===== config.mk =====
export PLATFORM = sky130hd
export DESIGN_NAME = sram22_port_ctrl_flat
export DESIGN_NICKNAME = d
export VERILOG_FILES = /design/src/rtl/sram22_port_ctrl_if.sv /design/src/rtl/sram22_port_ctrl.sv /design/src/flat_wrapper.sv
export SDC_FILE = /design/constraint.sdc
export NUM_CORES = 1
export LEC_CHECK = 0
export CAP_MARGIN = 40
export CORE_AREA = 2 2 52 102
export CTS_CLUSTER_SIZE = 28
export DETAILED_ROUTE_END_ITERATION = 7
export DIE_AREA = 0 0 54 104
export PLACE_DENSITY = 0.88
export SLEW_MARGIN = 20
export SYNTH_ARGS = -nofsm -noshare
export SYNTH_HDL_FRONTEND = slang
export SYNTH_SLANG_ARGS = --single-unit

===== constraint.sdc =====
create_clock -name clk -period 3.3 [get_ports clk]
set_input_delay 0.495 -clock clk [delete_from_list [all_inputs] [get_ports clk]]
set_output_delay 0.495 -clock clk [all_outputs]
set_load 0.02 [all_outputs]

===== src/rtl/sram22_port_ctrl_if.sv =====
// Request/response handshake bundle between a client (master) and the
// sram22 port controller (slave).
interface sram22_port_ctrl_if #(
  parameter int ADDR_WIDTH  = 11,
  parameter int DATA_WIDTH  = 8,
  parameter int WMASK_WIDTH = 8
);
  logic                   req_valid;
  logic                   req_ready;
  logic                   req_we;
  logic [ADDR_WIDTH-1:0]  req_addr;
  logic [WMASK_WIDTH-1:0] req_wmask;
  logic [DATA_WIDTH-1:0]  req_din;

  logic                   rsp_valid;
  logic                   rsp_ready;
  logic [DATA_WIDTH-1:0]  rsp_dout;

  modport master (
    output req_valid, req_we, req_addr, req_wmask, req_din, rsp_ready,
    input  req_ready, rsp_valid, rsp_dout
  );

  modport slave (
    input  req_valid, req_we, req_addr, req_wmask, req_din, rsp_ready,
    output req_ready, rsp_valid, rsp_dout
  );
endinterface


===== src/rtl/sram22_port_ctrl.sv =====
// Initiator-side controller for one sram22 single-port macro: optional
// zero-fill after reset, then in-order reads/writes with credit-based read flow control.
module sram22_port_ctrl #(
  parameter int ADDR_WIDTH     = 11,
  parameter int DATA_WIDTH     = 8,
  parameter int WMASK_WIDTH    = 8,
  parameter bit CLEAR_ON_RESET = 1'b1
) (
  input  logic                   clk,
  input  logic                   rst,
  sram22_port_ctrl_if.slave      bus,
  output logic                   init_done_o,
  output logic                   sram_rstb_o,
  output logic                   sram_ce_o,
  output logic                   sram_we_o,
  output logic [WMASK_WIDTH-1:0] sram_wmask_o,
  output logic [ADDR_WIDTH-1:0]  sram_addr_o,
  output logic [DATA_WIDTH-1:0]  sram_din_o,
  input  logic [DATA_WIDTH-1:0]  sram_dout_i
);

  localparam logic [ADDR_WIDTH:0] LAST_ADDR = {1'b0, {ADDR_WIDTH{1'b1}}};

  typedef enum logic [0:0] {
    ST_CLEAR,
    ST_RUN
  } state_e;

  state_e                state_q;
  logic [ADDR_WIDTH:0]   clr_cnt_q;
  logic                  init_done_q;

  logic [DATA_WIDTH-1:0] fifo_q [2];
  logic                  wr_ptr_q;
  logic                  rd_ptr_q;
  logic [1:0]            count_q;
  logic [1:0]            count_d;
  logic                  inflight_q;

  logic                  run;
  logic                  fifo_empty;
  logic                  pop;
  logic                  pop_fifo;
  logic                  push;
  logic [2:0]            occ;
  logic                  req_fire;
  logic                  rd_accept;

  assign sram_rstb_o = ~rst;
  assign init_done_o = init_done_q;
  assign run         = (state_q == ST_RUN) && !rst;

  // Response path: FIFO head when non-empty, otherwise bypass the macro output
  // during the cycle right after a read so data appears one cycle after acceptance.
  assign fifo_empty   = (count_q == 2'd0);
  assign bus.rsp_valid = !fifo_empty || inflight_q;
  assign bus.rsp_dout  = !fifo_empty ? fifo_q[rd_ptr_q]
                       : (inflight_q ? sram_dout_i : '0);
  assign pop      = bus.rsp_valid && bus.rsp_ready;
  assign pop_fifo = pop && !fifo_empty;
  assign push     = inflight_q && !(fifo_empty && pop);

  // Credits cover both stored responses and the read still inside the macro.
  assign occ           = {1'b0, count_q} + {2'b00, inflight_q};
  assign bus.req_ready = run && (bus.req_we || ((occ - {2'b00, pop}) < 3'd2));
  assign req_fire      = bus.req_valid && bus.req_ready;
  assign rd_accept     = req_fire && !bus.req_we;

  assign count_d = count_q + {1'b0, push} - {1'b0, pop_fifo};

  always_comb begin
    sram_ce_o    = 1'b0;
    sram_we_o    = 1'b0;
    sram_wmask_o = '0;
    sram_addr_o  = '0;
    sram_din_o   = '0;
    if (!rst) begin
      if (state_q == ST_CLEAR) begin
        sram_ce_o    = 1'b1;
        sram_we_o    = 1'b1;
        sram_wmask_o = '1;
        sram_addr_o  = clr_cnt_q[ADDR_WIDTH-1:0];
      end else if (req_fire) begin
        sram_ce_o    = 1'b1;
        sram_we_o    = bus.req_we;
        sram_wmask_o = bus.req_wmask;
        sram_addr_o  = bus.req_addr;
        sram_din_o   = bus.req_din;
      end
    end
  end

  // The extra counter bit lets the last address be compared without wrapping.
  always_ff @(posedge clk) begin
    if (rst) begin
      state_q     <= CLEAR_ON_RESET ? ST_CLEAR : ST_RUN;
      clr_cnt_q   <= '0;
      init_done_q <= !CLEAR_ON_RESET;
    end else begin
      case (state_q)
        ST_CLEAR: begin
          clr_cnt_q <= clr_cnt_q + 1'b1;
          if (clr_cnt_q == LAST_ADDR) begin
            state_q     <= ST_RUN;
            init_done_q <= 1'b1;
          end
        end
        ST_RUN: begin
          init_done_q <= 1'b1;
        end
      endcase
    end
  end

  always_ff @(posedge clk) begin
    if (rst) begin
      inflight_q <= 1'b0;
      count_q    <= 2'd0;
      wr_ptr_q   <= 1'b0;
      rd_ptr_q   <= 1'b0;
    end else begin
      inflight_q <= rd_accept;
      count_q    <= count_d;
      if (push) begin
        fifo_q[wr_ptr_q] <= sram_dout_i;
        wr_ptr_q         <= ~wr_ptr_q;
      end
      if (pop_fifo) begin
        rd_ptr_q <= ~rd_ptr_q;
      end
    end
  end

endmodule


===== src/flat_wrapper.sv =====
// flat-port wrapper written by rule: the top's interface ports become plain ports
module sram22_port_ctrl_flat 
#(
  parameter int ADDR_WIDTH     = 11,
  parameter int DATA_WIDTH     = 8,
  parameter int WMASK_WIDTH    = 8,
  parameter bit CLEAR_ON_RESET = 1'b1
)
  (clk, rst, init_done_o, sram_rstb_o, sram_ce_o, sram_we_o, sram_wmask_o, sram_addr_o, sram_din_o, sram_dout_i, bus_req_valid, bus_req_we, bus_req_addr, bus_req_wmask, bus_req_din, bus_rsp_ready, bus_req_ready, bus_rsp_valid, bus_rsp_dout);
  sram22_port_ctrl_if #(.ADDR_WIDTH(ADDR_WIDTH), .DATA_WIDTH(DATA_WIDTH), .WMASK_WIDTH(WMASK_WIDTH)) bus_i ();
  input  logic clk;
  input  logic rst;
  output logic init_done_o;
  output logic sram_rstb_o;
  output logic sram_ce_o;
  output logic sram_we_o;
  output logic [WMASK_WIDTH-1:0] sram_wmask_o;
  output logic [ADDR_WIDTH-1:0] sram_addr_o;
  output logic [DATA_WIDTH-1:0] sram_din_o;
  input  logic [DATA_WIDTH-1:0] sram_dout_i;
  input wire logic [$bits(bus_i.req_valid)-1:0] bus_req_valid;
  input wire logic [$bits(bus_i.req_we)-1:0] bus_req_we;
  input wire logic [$bits(bus_i.req_addr)-1:0] bus_req_addr;
  input wire logic [$bits(bus_i.req_wmask)-1:0] bus_req_wmask;
  input wire logic [$bits(bus_i.req_din)-1:0] bus_req_din;
  input wire logic [$bits(bus_i.rsp_ready)-1:0] bus_rsp_ready;
  output wire logic [$bits(bus_i.req_ready)-1:0] bus_req_ready;
  output wire logic [$bits(bus_i.rsp_valid)-1:0] bus_rsp_valid;
  output wire logic [$bits(bus_i.rsp_dout)-1:0] bus_rsp_dout;
  assign bus_i.req_valid = bus_req_valid;
  assign bus_i.req_we = bus_req_we;
  assign bus_i.req_addr = bus_req_addr;
  assign bus_i.req_wmask = bus_req_wmask;
  assign bus_i.req_din = bus_req_din;
  assign bus_i.rsp_ready = bus_rsp_ready;
  assign bus_req_ready = bus_i.req_ready;
  assign bus_rsp_valid = bus_i.rsp_valid;
  assign bus_rsp_dout = bus_i.rsp_dout;
  sram22_port_ctrl #(.ADDR_WIDTH(ADDR_WIDTH), .DATA_WIDTH(DATA_WIDTH), .WMASK_WIDTH(WMASK_WIDTH), .CLEAR_ON_RESET(CLEAR_ON_RESET)) u_core (.clk(clk), .rst(rst), .bus(bus_i), .init_done_o(init_done_o), .sram_rstb_o(sram_rstb_o), .sram_ce_o(sram_ce_o), .sram_we_o(sram_we_o), .sram_wmask_o(sram_wmask_o), .sram_addr_o(sram_addr_o), .sram_din_o(sram_din_o), .sram_dout_i(sram_dout_i));
endmodule

==> results.txt <==
status = complete, no violations
pin count of the biggest net entering global routing = 18
GR Util All Layers = 0.184
post-route design area = 2980 um^2
Synth Area per Inst = 9.77 um^2
H-Tree Depth = 2
Antenna Diode Count = 0
via density per instance = 5.32
Reg power frac = 0.392
Starting Density = 0.410
Core ar. = 4860 um^2
share of cells above drive strength 1 = 0.204
Critical Path RT = 2.80 ns
Placed Instance Area = 2920 um^2
Worst-path clk slew = 0.07 ns
CP Cell Sequence = clkdlybuf4s50_1 -> and2_1 -> ha_1 -> nor2_1 -> fa_2 -> o32a_4 -> nor2_1 -> clkdlybuf4s15_2
WL final = 5290 um
Worst setup SP type = input pin
asr flop ratio synth = 0
gate count of the mapped netlist = 204
Critical Path Start = bus_rsp_ready
Clock Skew = 0.00695 ns
CP Data Arrival Time = 2.75 ns
most used cell, CP = nor2_1
Comb pwr share = 0.307
max incr delay on CP = 0.52 ns
GPL Wtd Cong = 0.772
Die ar. = 5620 um^2
Final period util = 0.985
die width = 54 um
pwr/cell area = 426 nW/um^2
post-synth cell types = 41
commonest non-fill, non-tap cell in the layout = clkdlybuf4s50_1
critical path class = in2out
max-slew violations = 0
DP HPWL = 3760 um
first-pass iteration count of the detailed router = 4
most frequent cells in the layout = clkdlybuf4s50_1, nor2_1, mux2i_1, dfxtp_1, edfxtp_1
Net Count, Synth = 249
r2r worst-path depth = 9
final hold violations = 0
IO Pins = 81
Main synth FF type = dfxtp_1
critical path depth = 8
R2R Path End = u_core.inflight_q
Max Clock Freq = 308 MHz
Clock Latency Late Sink = 0.29 ns
Syn. warnings = 0
area delta synth->final = 49.5%
number of synthesized flops with an enable pin = 16
clock share of power = 0.302
port bufs = 80
Sw Share = 0.295
max cap viols = 0
CP max FO = 6
antenna violations before repair = 0
first-pass GRT wire length = 7730 um
CTS tree = built
Pleak = 0.00119 uW
Int Pwr = 895 uW
worst setup path end = sram_addr_o[5]
First DRT Iteration DRCs = 17
r2r startpoint = u_core.count_q[1]
total power = 1270 uW
Peak VDD IR = 0.000413 V
# rows = 36
# nets final = 338
Net Sw Power = 374 uW
grt total ovfl = 0
DR DRC count = 0
Setup TNS = 0 ns
Avg WL per Cell = 15.1 um
mapped cell area = 1990 um^2
Slew HR = 0.615
Root Driver = clkbuf_8
vias after detailed routing = 1869
Clock Path Buffers = 2
CTS Sinks = 36
Slowest-stage cell, CP = fa_2
Post-DRT Antenna Nets = 0
Crit. End Element = output pin
sequential share of the synthesized area = 0.442
Die Span Y = 104 um
TritonCTS Buffers = 5
worst min path class = reg2reg
Setup Viol. Count Final = 0
RSZ-0062 raised after global routing = true
Top delay family on crit path = adder cells
fin crit period = 3.25 ns
post-synthesis sequential element count = 36
vias in the first global route = 1727
reg2reg setup slack = 1.13 ns
slew at the pin with the worst max-slew slack = 0.572 ns
Buf+Inv Stages, Crit Path = 2
-- layer usage --
metal,wire [um],vias up,track usage
li1,-,907,-
met1,1830,880,0.189
met2,2900,66,0.341
met3,397,16,0.0359
met4,161,0,0.0643
met5,0,-,0
-- flip-flops by register name (all words and copies together) (netlist names), named ones only --
| register | count |
|---|---|
| u_core.inflight_q | 1 |
| u_core.wr_ptr_q | 1 |
| u_core.count_q | 2 |
| u_core.fifo_q | 16 |
| u_core.rd_ptr_q | 1 |
| u_core.init_done_o | 1 |
| u_core.state_q | 1 |
| u_core.clr_cnt_q | 12 |
-- power by group through the flow --
stage	sequential, uW	combinational, uW	clock, uW
after floorplan	499	189	0
after global placement	506	347	0
after detailed placement	507	354	0
after CTS	497	365	388
after global routing	498	425	409
final	497	389	383
-- final cells by class --
class	instances	area, um^2
fill	401	1890
multi-input combinational	147	1080
sequential	36	881
timing repair buffer	92	796
tap	57	71.3
clock buffer	5	68.8
clock inverter	3	42.5
inverter	11	41.3
-- worst min path at each step --
stage / from / to / slack, ns / cells after the start
final: u_core.init_done_o / u_core.init_done_o / 0.46 / 2
after CTS: u_core.init_done_o / u_core.init_done_o / 0.46 / 2
after detailed placement: u_core.init_done_o / u_core.init_done_o / 0.44 / 2
after global placement: u_core.init_done_o / u_core.init_done_o / 0.44 / 2
after floorplan: u_core.clr_cnt_q[10] / u_core.clr_cnt_q[10] / 0.46 / 2
after global routing: u_core.init_done_o / u_core.init_done_o / 0.49 / 2
-- cell families after synthesis --
| family | Yosys count | share of synthesized area |
|---|---|---|
| simple gates | 75 | 0.210 |
| flops | 36 | 0.442 |
| xor+xnor | 8 | 0.0352 |
| buf+inv | 22 | 0.0465 |
| compound gates | 37 | 0.126 |
| fa+ha+maj | 5 | 0.0352 |
| mux | 21 | 0.106 |
-- Yosys cell counts, drive strengths merged, types with 2 or more instances --
cell type  number  area share
mux2i          20        0.10
nand2           5      0.0094
a21o            8       0.030
dfxtp          20        0.20
nand3b          2      0.0075
o21ai          12       0.030
nor2           27       0.051
o31ai           5       0.026
nand4b          4       0.025
edfxtp         16        0.24
nand3          10       0.025
ha              4       0.025
buf             4       0.013
inv            11       0.021
and2            9       0.028
nor2b           2      0.0063
nor3b           2      0.0075
or4             5       0.020
xor2            5       0.022
a21oi           8       0.020
xnor2           3       0.013
or3             3       0.010
clkbuf          7       0.013
-- metrics by stage --
step | instances | utilization | worst slack [ns] | hold WS, ns
4_1_cts | 350 | 0.631 | 0.00375 | 0.462
3_5_place_dp | 342 | 0.600 | -0.532 | 0.443
6_report | 351 | 0.612 | 0.0510 | 0.458
3_3_place_gp | 342 | 0.600 | -0.469 | 0.442
2_1_floorplan | 204 | - | 0.0541 | 0.464
5_1_grt | 351 | 0.612 | -0.0351 | 0.495
-- what timing repair did --
item,CTS,global route
setup buffers,0,0
cloned,0,1
hold buffers,0,0
gates resized for setup,74,28
pin swaps,2,0
setup endpoints to repair,29,29
-- worst min-delay path, delay by kind of cell, from the launching register on --
kind | cells | cell delay, ns
flops | 1 | 0.32
compound gates | 1 | 0.05
buf+inv | 1 | 0.05
(Power assumes the default switching activity.)
